--- src/rtl/seq_divider_param.sv ---
// seq_divider_param: sequential restoring divider, control unit and datapath in one block.
// Operands are captured when a request is accepted. The divider then runs one shift/subtract
// pair per quotient bit on the magnitudes. A final fix-up step applies signs and flags.
//
// Ports
//   clk          rising-edge clock
//   rst          asynchronous, active-high reset; aborts any operation in progress
//   go           start request (level); acted on only in IDLE and DONE
//   signed_mode  1 = two's-complement divide (ignored when SIGNED_EN = 0)
//   dividend     X operand, WIDTH bits
//   divisor      Y operand, WIDTH bits
//   quotient     registered quotient
//   remainder    registered remainder
//   busy         1 in LOAD, SHIFT, SUB, FIX
//   done         1 only in DONE
//   div_by_zero  divisor was zero (valid with done)
//   ovf          signed quotient not representable (valid with done)
//   cs           current state code (IDLE=0 LOAD=1 SHIFT=2 SUB=3 FIX=4 DONE=5)
module seq_divider_param #(
  parameter int unsigned WIDTH     = 8,
  parameter bit          SIGNED_EN = 1'b1
) (
  input  logic             clk,
  input  logic             rst,
  input  logic             go,
  input  logic             signed_mode,
  input  logic [WIDTH-1:0] dividend,
  input  logic [WIDTH-1:0] divisor,
  output logic [WIDTH-1:0] quotient,
  output logic [WIDTH-1:0] remainder,
  output logic             busy,
  output logic             done,
  output logic             div_by_zero,
  output logic             ovf,
  output logic [2:0]       cs
);

  localparam int unsigned CW = $clog2(WIDTH + 1);

  typedef enum logic [2:0] {
    StIdle  = 3'd0,
    StLoad  = 3'd1,
    StShift = 3'd2,
    StSub   = 3'd3,
    StFix   = 3'd4,
    StDone  = 3'd5
  } state_e;

  state_e state_q, state_d;
  logic   busy_d, done_d;

  // Captured operands
  logic [WIDTH-1:0] a_q, b_q;
  logic             sgn_q;

  // Working registers: R is one bit wider so the post-shift partial remainder never truncates
  logic [WIDTH:0]   r_q;
  logic [WIDTH-1:0] x_q, y_q;
  logic [CW-1:0]    cnt_q;

  logic [WIDTH-1:0] mag_a, mag_b, q_fix, r_fix;
  logic             neg_q, r_ge, ovf_fix;

  always_comb begin
    mag_a   = (sgn_q && a_q[WIDTH-1]) ? -a_q : a_q;
    mag_b   = (sgn_q && b_q[WIDTH-1]) ? -b_q : b_q;
    neg_q   = sgn_q && (a_q[WIDTH-1] ^ b_q[WIDTH-1]);
    r_ge    = (r_q >= {1'b0, y_q});
    q_fix   = neg_q ? -x_q : x_q;
    // Truncating division: remainder follows the dividend's sign
    r_fix   = (sgn_q && a_q[WIDTH-1]) ? -r_q[WIDTH-1:0] : r_q[WIDTH-1:0];
    // Only +2^(WIDTH-1) is unrepresentable; the quotient then wraps to MIN unchanged
    ovf_fix = sgn_q && !neg_q && (x_q == {1'b1, {(WIDTH-1){1'b0}}});
  end

  // State register
  always_ff @(posedge clk or posedge rst) begin
    if (rst) begin
      state_q <= StIdle;
    end else begin
      state_q <= state_d;
    end
  end

  // Next-state logic
  always_comb begin
    state_d = StIdle;
    unique case (state_q)
      StIdle:  state_d = go ? StLoad : StIdle;
      StLoad:  state_d = (mag_b == '0) ? StDone : StShift;
      StShift: state_d = StSub;
      StSub:   state_d = (cnt_q == CW'(1)) ? StFix : StShift;
      StFix:   state_d = StDone;
      StDone:  state_d = go ? StDone : StIdle;
      default: state_d = StIdle;
    endcase
  end

  // Output decode from next state, registered below so busy/done are flop outputs
  always_comb begin
    busy_d = (state_d == StLoad) || (state_d == StShift) ||
             (state_d == StSub) || (state_d == StFix);
    done_d = (state_d == StDone);
  end

  always_ff @(posedge clk or posedge rst) begin
    if (rst) begin
      busy <= 1'b0;
      done <= 1'b0;
    end else begin
      busy <= busy_d;
      done <= done_d;
    end
  end

  assign cs = state_q;

  // Datapath
  always_ff @(posedge clk or posedge rst) begin
    if (rst) begin
      a_q         <= '0;
      b_q         <= '0;
      sgn_q       <= 1'b0;
      r_q         <= '0;
      x_q         <= '0;
      y_q         <= '0;
      cnt_q       <= '0;
      quotient    <= '0;
      remainder   <= '0;
      div_by_zero <= 1'b0;
      ovf         <= 1'b0;
    end else begin
      case (state_q)
        StIdle: begin
          if (go) begin
            a_q   <= dividend;
            b_q   <= divisor;
            sgn_q <= SIGNED_EN && signed_mode;
          end
        end
        StLoad: begin
          x_q         <= mag_a;
          y_q         <= mag_b;
          r_q         <= '0;
          cnt_q       <= CW'(WIDTH);
          ovf         <= 1'b0;
          div_by_zero <= (mag_b == '0);
          if (mag_b == '0) begin
            quotient  <= '1;
            remainder <= a_q;
          end
        end
        StShift: begin
          {r_q, x_q} <= {r_q[WIDTH-1:0], x_q, 1'b0};
        end
        StSub: begin
          if (r_ge) begin
            r_q    <= r_q - {1'b0, y_q};
            x_q[0] <= 1'b1;
          end
          cnt_q <= cnt_q - CW'(1);
        end
        StFix: begin
          quotient  <= q_fix;
          remainder <= r_fix;
          ovf       <= ovf_fix;
        end
        default: ;
      endcase
    end
  end

endmodule
--- config.mk ---
export PLATFORM = sky130hd
export DESIGN_NAME = seq_divider_param
export DESIGN_NICKNAME = d
export VERILOG_FILES = /design/src/rtl/seq_divider_param.sv
export SDC_FILE = /design/constraint.sdc
export NUM_CORES = 1
export LEC_CHECK = 0
export CELL_PAD_IN_SITES_DETAIL_PLACEMENT = 1
export CELL_PAD_IN_SITES_GLOBAL_PLACEMENT = 2
export CORE_UTILIZATION = 30
export DETAILED_ROUTE_END_ITERATION = 10
export PLACE_DENSITY_LB_ADDON = 0.1
export SYNTH_ARGS = -nofsm -noshare
export SYNTH_HDL_FRONTEND = slang
export SYNTH_SLANG_ARGS = --single-unit
--- constraint.sdc ---
create_clock -name clk -period 2.5 [get_ports clk]
set_clock_uncertainty 0.1 [all_clocks]
set_input_delay 0.75 -clock clk [delete_from_list [all_inputs] [get_ports clk]]
set_output_delay 0.75 -clock clk [all_outputs]
set_load 0.01 [all_outputs]
==> impl_metrics.yaml, run 1 <==
place:
  dp.cells: 643
  post-place-ws_ps: 139
  port_buffers: 42
  place_congestion: 0.752
  dp_hpwl_um: 7960
  placed_area_um2: 4660
cts:
  clock-sinks: 69
  hold_buffers: 0
  numCtsBuffers: 9
  clockRootBuffer: "clkbuf_16"
  clock_latency_ps: 340
  cts_setup_buffers: 0
  clk_pin_slew_ps: 50
  post_cts_resize_count: 0
  htree_levels: 3
  cts_tree: "built"
  clockBufferDepth: 2
synthesis:
  yosys_warnings: 0
  synth-edff-count: 0
  synthArstFlopShare_pct: 100
  ys_types: 52
  synth-seq-cells: 69
  syn-instance-count: 427
  synth-seq-area-share_pct: 44.1
  syn_area_per_cell_um2: 9.17
  synth_area_um2: 3920
  synthesis.nets: 462
  synthFlopType: "dfrtp_1"
pwr:
  ir_drop_mv: 0.458
  p_per_area_nw_per_um2: 1470
  p_leak_nw: 2.13
  finalPower_mw: 7.27
global_routing:
  grt_overflow: 0
  grt_max_degree: 70
  grt_pass1_wl_um: 17800
  track_usage_pct: 17.7
  antenna_found_initial: 0
  first_global_vias: 3375
detailed_routing:
  first_pass_iters: 4
  viasPerCell: 4.92
  drt-initial-drc-count: 117
  drc: 0
  vias: 3240
  routed_wirelength_um: 10700
  antenna_left: 0
  wl_per_cell_um: 16.2
floorplanning:
  core_area_um2: 12700
  ios: 43
  die_h_um: 116
  die_x_um: 116
  initial_utilization_pct: 30.9
  num_rows: 41
  die_area_um2: 13500
timing:
  hold_viol_final: 0
  worst_slew_pin_slew_ps: 500
  fmax_mhz: 421
  setup-tns-final_ps: 0
  layout_setup_ws_ps: 127
  min_period_ps: 2370
  timing.final.crit_share_pct: 94.9
  rsz0062_at_grt: "false"
  slew-limit-headroom_pct: 66.3
  slew_violations: 0
  finalSetupViolations: 0
worst_setup_path:
  crit_path_max_incr_delay_ps: 440
  worstReg2RegStart: "r_q[1]"
  worst-r2r-cell-count: 7
  endpoint_kind: "flip-flop"
  crit_path_top_delay_cell: "o21ai_0"
  required_ps: 2620
  start_kind: "flip-flop"
  worstSetupPathType: "reg2reg"
  reg2reg_to: "r_q[8]"
  reg2reg_slack_ps: 130
  arrival_ps: 2500
  cp_max_fo: 9
  cp_cell_sequence: "ha_1 > nor2b_1 > o31a_1 > o21ai_0 > a21oi_2 > buf_4 > a32o_1"
job:
  drv_cap: 0
hold_path:
  worstHoldStart: "div_by_zero"
  hold-path-cell-count: 1
  hp-class: "reg2reg"
  min_to: "div_by_zero"
cells_and_area:
  nNetsFinal: 517
  final_cells: 659
  final_cell_mix: "dfrtp_1, nand2_1, nor2_1, clkdlybuf4s50_1, o21ai_0"
  final_common_cell: "dfrtp_1"
  n_fill_cell: 1520
  final_area_um2: 4940
  n_antenna_cell: 0
  syn_to_final_growth_pct: 26.2
  drive_gt1_share_pct: 11.9
status:
  outcome: "finished clean"
==> worst max path at each step <==
| stage | start | to | slack [ps] | depth (start not counted) |
|---|---|---|---|---|
| floorplan | r_q[1] | r_q[0] | 280 | 8 |
| global placement | go | a_q[2] | 150 | 4 |
| detailed placement | r_q[1] | r_q[8] | 140 | 7 |
| CTS | y_q[1] | r_q[8] | 120 | 8 |
| global route | y_q[1] | r_q[8] | 30 | 8 |
| finish | r_q[1] | r_q[8] | 130 | 7 |
==> metrics by stage <==
stage | hold slack, ps | util [%]
floorplan | 341 | -
global placement | 353 | 36.8
detailed placement | 369 | 36.8
CTS | 378 | 39.0
global route | 405 | 39.0
finish | 377 | 39.0
==> sequential cells by signal, indices dropped and copies added, names as in the netlist <==
| name | cells |
|---|---|
| a_q | 8 |
| b_q | 8 |
| busy | 1 |
| cnt_q | 4 |
| cs | 3 |
| div_by_zero | 1 |
| done | 1 |
| ovf | 1 |
| quotient | 8 |
| r_q | 9 |
| remainder | 8 |
| sgn_q | 1 |
| x_q | 8 |
| y_q | 8 |
==> power by group <==
part	leakage [nW]	total (mW)	switching (mW)	internal (mW)
clock	0.138	1.19	0.473	0.720
sequential	0.869	2.19	0.568	1.62
combinational	1.13	3.89	2.11	1.78
==> layout make-up <==
type                       count  area [µm²]  share of cell area, %
multi-input combinational    314        2020                   40.9
sequential                    69        1730                   34.9
timing repair buffer          63         603                   12.2
clock buffer                  12         256                   5.19
tap                          172         215                   4.35
inverter                      25        97.6                   1.97
clock inverter                 4        22.5                  0.455
==> routing by layer <==
metal	GRT usage (%)	up-vias	wire length, µm
met5	0	-	0
met4	4.96	0	63
met3	4.83	6	387
met2	28.3	53	4980
met1	23.4	1574	5230
li1	-	1607	-
==> cells in the mapped netlist (all sizes together) (2+ instances only) <==
cell	instances	area share, %
mux2	12	3.4
o21a	2	0.38
nand3	5	0.64
and2	3	0.48
a21oi	32	4.5
a31oi	5	0.80
nand4	2	0.32
xor2	12	2.7
dfrtp	69	44
nor2b	3	0.48
nor4b	3	0.67
nor3	15	1.9
buf	5	0.86
nand2b	8	1.3
ha	14	4.5
a22oi	15	2.9
a21o	3	0.57
o21ai	42	5.4
o31ai	4	0.77
mux2i	9	2.3
xnor2	16	3.6
inv	25	2.4
clkbuf	14	1.3
nand2	44	4.3
nor2	42	4.0
nor4	3	0.48
==> worst max-delay path, delay by kind of cell, from the launching register on <==
family                     cells  cell delay (ps)
AOI/OAI and AO/OA              4             1050
and+or+nand+nor                1              150
adders and majority gates      1              330
DFF                            1              430
buffers and inverters          1              190
==> cells by family after synthesis <==
family	Yosys count	synth area share, %
buffers and inverters	44	4.60
muxes	21	5.75
AOI/OAI and AO/OA	117	18.5
adders and majority gates	15	4.98
xor gates and xnor gates	28	6.26
and+or+nand+nor	133	15.8
DFF	69	44.1
Power figures use the tool's default switching activity.
==> inputs of run 2 (changes only) <==
--- a/config.mk
+++ b/config.mk
@@ -7,6 +7,7 @@
 export LEC_CHECK = 0
 export CELL_PAD_IN_SITES_DETAIL_PLACEMENT = 1
 export CELL_PAD_IN_SITES_GLOBAL_PLACEMENT = 2
+export CORE_ASPECT_RATIO = 0.6
 export CORE_UTILIZATION = 30
 export DETAILED_ROUTE_END_ITERATION = 10
 export PLACE_DENSITY_LB_ADDON = 0.1
==> run 2 against run 1 <==
  * Power up 1.8%
  * Largest cell class unchanged
  * Highest routed layer unchanged
  * Utilization up 0.93 points
  * Sequential power up 4%
==> impl_metrics.yaml, run 2 (same netlist as run 1, synthesis figures left out) <==
status:
  outcome: "finished clean"
timing:
  worst_slew_pin_slew_ps: 532
  min_period_ps: 2390
  hold_viol_final: 0
  slew_violations: 0
  rsz0062_at_grt: "false"
  fmax_mhz: 419
  finalSetupViolations: 0
  setup-tns-final_ps: 0
  timing.final.crit_share_pct: 95.5
  layout_setup_ws_ps: 112
  holdWs_ps: 377
  slew-limit-headroom_pct: 64.4
hold_path:
  hold-path-cell-count: 1
  min_to: "cnt_q[3]"
  hp-class: "reg2reg"
  worstHoldStart: "cnt_q[3]"
cells_and_area:
  final_common_cell: "dfrtp_1"
  syn_to_final_growth_pct: 26.2
  final_area_um2: 4940
  nNetsFinal: 518
  drive_gt1_share_pct: 12.5
  post-route-util_pct: 40.0
  largest_reg_flops: 9
  final_cells: 653
  n_antenna_cell: 0
  final_cell_mix: "dfrtp_1, nand2_1, nor2_1, clkdlybuf4s50_1, o21ai_0"
  n_fill_cell: 1431
  top_register: "r_q"
global_routing:
  antenna_found_initial: 0
  track_usage_pct: 18.5
  grt_pass1_wl_um: 19100
  grt_overflow: 0
  grt_max_degree: 70
  first_global_vias: 3317
floorplanning:
  die_h_um: 90.5
  core_area_um2: 12400
  initial_utilization_pct: 31.7
  ios: 43
  num_rows: 31
  die_x_um: 150
  die_area_um2: 13500
worst_setup_path:
  required_ps: 1650
  cp_cell_sequence: "clkdlybuf4s50_1"
  worstSetupPathType: "reg2out"
  reg2reg_to: "r_q[8]"
  worstReg2RegStart: "r_q[1]"
  arrival_ps: 1540
  start_kind: "flip-flop"
  endpoint_kind: "primary output"
  critical_path_buf_inv_count: 1
  crit_family: "buffers and inverters"
  crit_path_max_incr_delay_ps: 620
  cp_max_fo: 13
  reg2reg_slack_ps: 120
  cp.depth: 1
  crit_path_top_delay_cell: "clkdlybuf4s50_1"
  worst-r2r-cell-count: 7
place:
  placed_area_um2: 4640
  post-place-ws_ps: 84.9
  place_congestion: 0.775
  dp.cells: 635
  dp_hpwl_um: 8740
  port_buffers: 42
pwr:
  internal_power_mw: 4.08
  seqPwrFrac_pct: 30.8
  finalPower_mw: 7.41
  ir_drop_mv: 0.491
  switching_share_pct: 45.0
  clkPwrFrac_pct: 16.1
  p_per_area_nw_per_um2: 1500
  p_sw_mw: 3.33
  p_leak_nw: 2.13
  pwr-share-comb_pct: 53.0
detailed_routing:
  antenna_left: 0
  vias: 3239
  drc: 0
  routed_wirelength_um: 11500
  wl_per_cell_um: 17.7
  drt-initial-drc-count: 100
  first_pass_iters: 4
  viasPerCell: 4.96
cts:
  clockBufferDepth: 2
  numCtsBuffers: 9
  cts_tree: "built"
  htree_levels: 3
  clk_pin_slew_ps: 60
  clock-sinks: 69
  clock_latency_ps: 330
  clockRootBuffer: "clkbuf_16"
  hold_buffers: 0
job:
  drv_cap: 0
## run 2: power by group through the flow
| stage | Clock, mW | Combinational [mW] | Sequential (mW) |
|---|---|---|---|
| after global routing | 1.27 | 4.43 | 2.38 |
| final | 1.20 | 3.93 | 2.28 |
| after CTS | 1.23 | 3.91 | 2.29 |
| after floorplan | 0 | 2.66 | 2.10 |
| after global placement | 0 | 3.84 | 2.27 |
| after detailed placement | 0 | 3.90 | 2.31 |
## run 2: cell type report
| cell class | count | area (µm²) | area share (%) |
|---|---|---|---|
| well taps | 165 | 206 | 4.18 |
| repair buffers | 64 | 611 | 12.4 |
| flip-flops and latches | 69 | 1730 | 34.9 |
| clock inverters | 7 | 50.0 | 1.01 |
| multi-input cells | 314 | 2030 | 41.0 |
| inverters | 25 | 97.6 | 1.97 |
| clock buffers | 9 | 225 | 4.56 |
## run 2: worst max-delay path by stage
stage | from | endpoint
floorplan | r_q[1] | r_q[0]
global placement | r_q[1] | r_q[8]
detailed placement | go | b_q[3]
CTS | cs[1] | cs[1]
global route | r_q[0] | r_q[8]
finish | cs[1] | cs[1]
## run 2: timing repair
action                     4_1_cts  5_1_grt
hold endpoints to repair         0        0
gates resized for setup          0        2
setup endpoints to repair        0        6
setup buffers                    0        2
## run 2: metal layers
metal / global-route usage (%) / part of all wire (%)
met1: 31.3 / 60
met2: 23.0 / 36
met3: 3.59 / 3.0
met4: 3.83 / 0.78
met5: 0 / 0
==> inputs of run 3 (changes only) <==
==> constraint.sdc (replaced) <==
create_clock -name clk -period 2.5 [get_ports clk]
set_clock_uncertainty 0.1 [all_clocks]
set_input_delay 0.5 -clock clk [delete_from_list [all_inputs] [get_ports clk]]
set_output_delay 0.5 -clock clk [all_outputs]
set_load 0.01 [all_outputs]
==> run 3 against run 2 <==
  * Fmax rose by 1.9%
  * Utilization is 0.41 points higher
  * Combinational power increased by 1%
  * Largest cell class unchanged
==> impl_metrics.yaml, run 3 (same netlist as run 1, synthesis figures left out) <==
job:
  drv_cap: 0
global_routing:
  grt_max_degree: 32
  grt_overflow: 0
  grt_pass1_wl_um: 19400
  track_usage_pct: 19.0
  antenna_found_initial: 0
  first_global_vias: 3391
worst_setup_path:
  required_ps: 2620
  arrival_ps: 2470
  start_kind: "flip-flop"
  endpoint_kind: "flip-flop"
  worstSetupPathType: "reg2reg"
  cp_max_fo: 2
cells_and_area:
  final_common_cell: "dfrtp_1"
  post-route-util_pct: 40.4
  nNetsFinal: 519
  top_register: "r_q"
  register_area_um2: 1730
  syn_to_final_growth_pct: 27.5
  final_area_um2: 4990
  largest_reg_flops: 9
  drive_gt1_share_pct: 12.7
  final_cell_mix: "dfrtp_1, nand2_1, nor2_1, clkdlybuf4s50_1, o21ai_0"
  n_fill_cell: 1442
  n_antenna_cell: 0
  multi_input_area_um2: 2030
hold_path:
  hp-class: "in2async"
floorplanning:
  die_x_um: 150
  ios: 43
  num_rows: 31
  initial_utilization_pct: 31.7
  core_area_um2: 12400
  die_area_um2: 13500
  die_h_um: 90.5
timing:
  min_period_ps: 2340
  holdWs_ps: 337
  slew-limit-headroom_pct: 63.2
  fmax_mhz: 427
  setup-tns-final_ps: 0
  timing.final.crit_share_pct: 93.7
  slew_violations: 0
  rsz0062_at_grt: "false"
  hold_viol_final: 0
  worst_slew_pin_slew_ps: 548
  finalSetupViolations: 0
status:
  outcome: "finished clean"
pwr:
  finalPower_mw: 7.63
  p_leak_nw: 2.17
  switching_share_pct: 43.8
  ir_drop_mv: 0.407
  internal_power_mw: 4.29
  pwr-share-comb_pct: 52.1
  clkPwrFrac_pct: 18.4
  seqPwrFrac_pct: 29.6
  p_sw_mw: 3.35
  p_per_area_nw_per_um2: 1530
cts:
  htree_levels: 3
  cts_tree: "built"
  numCtsBuffers: 9
  clock-sinks: 69
  clockRootBuffer: "clkbuf_16"
  clk_pin_slew_ps: 60
  clockBufferDepth: 2
  hold_buffers: 0
  clock_latency_ps: 330
detailed_routing:
  drt-initial-drc-count: 186
  routed_wirelength_um: 11700
  drc: 0
  wl_per_cell_um: 17.9
  vias: 3299
  first_pass_iters: 4
  antenna_left: 0
  viasPerCell: 5.04
place:
  placed_area_um2: 4650
  place_congestion: 0.851
  port_buffers: 42
  dp_hpwl_um: 9040
-- run 3: critical path: stages, from the launching register on --
cell	delay [ps]
dfrtp_1	380
inv_1	80
ha_1	170
inv_1	60
fa_1	400
a21oi_1	220
o211ai_1	110
a21oi_1	220
nand2b_1	160
nand3_1	80
a32o_1	260
-- run 3: final timing paths --
kind                              from            to  slack, ps  cells after the start
min in group clk                y_q[7]        y_q[7]        380                      2
worst min-delay path               rst        a_q[5]        340                      2
worst min register to register  y_q[7]        y_q[7]        380                      2
worst max-delay path            r_q[0]        r_q[8]        160                     10
worst max register to register  r_q[0]        r_q[8]        160                     10
max in group asynchronous          rst  remainder[1]       1280                      3
-- run 3: layout make-up --
class                           count  area share, %
Clock buffer                        9           4.51
Sequential cell                    69           34.6
Inverter                           25           1.88
Clock inverter                      7           1.98
Tap cell                          165           4.13
Multi-Input combinational cell    314           40.6
Timing Repair Buffer               65           12.4
-- run 3: through the flow --
| step | worst slack [ps] | std cells |
|---|---|---|
| 6_report | 157 | 654 |
| 5_1_grt | 2.83 | 654 |
| 4_1_cts | 57.4 | 653 |
| 3_5_place_dp | 131 | 637 |
| 3_3_place_gp | 219 | 637 |
| 2_1_floorplan | 160 | 427 |
-- run 3: what timing repair did --
action,CTS,global route
buffers inserted,0,1
endpoints found under the setup margin,0,12
resized for setup,0,2
-- run 3: layer usage --
| metal | vias up | share of wire (%) | global-route usage [%] | wire (µm) |
|---|---|---|---|---|
| met5 | - | 0 | 0 | 0 |
| met4 | 0 | 0.32 | 4.34 | 38 |
| met3 | 2 | 5.2 | 5.15 | 607 |
| met2 | 76 | 37 | 23.1 | 4340 |
| met1 | 1615 | 57 | 31.2 | 6740 |
| li1 | 1606 | - | - | - |
-- run 3: power by group through the flow --
stage | Combinational (mW) | Sequential [mW] | Clock (mW)
6_report | 3.97 | 2.26 | 1.40
5_1_grt | 4.46 | 2.35 | 1.50
4_1_cts | 3.99 | 2.25 | 1.45
3_5_place_dp | 3.97 | 2.27 | 0
3_3_place_gp | 3.92 | 2.24 | 0
2_1_floorplan | 2.66 | 2.10 | 0
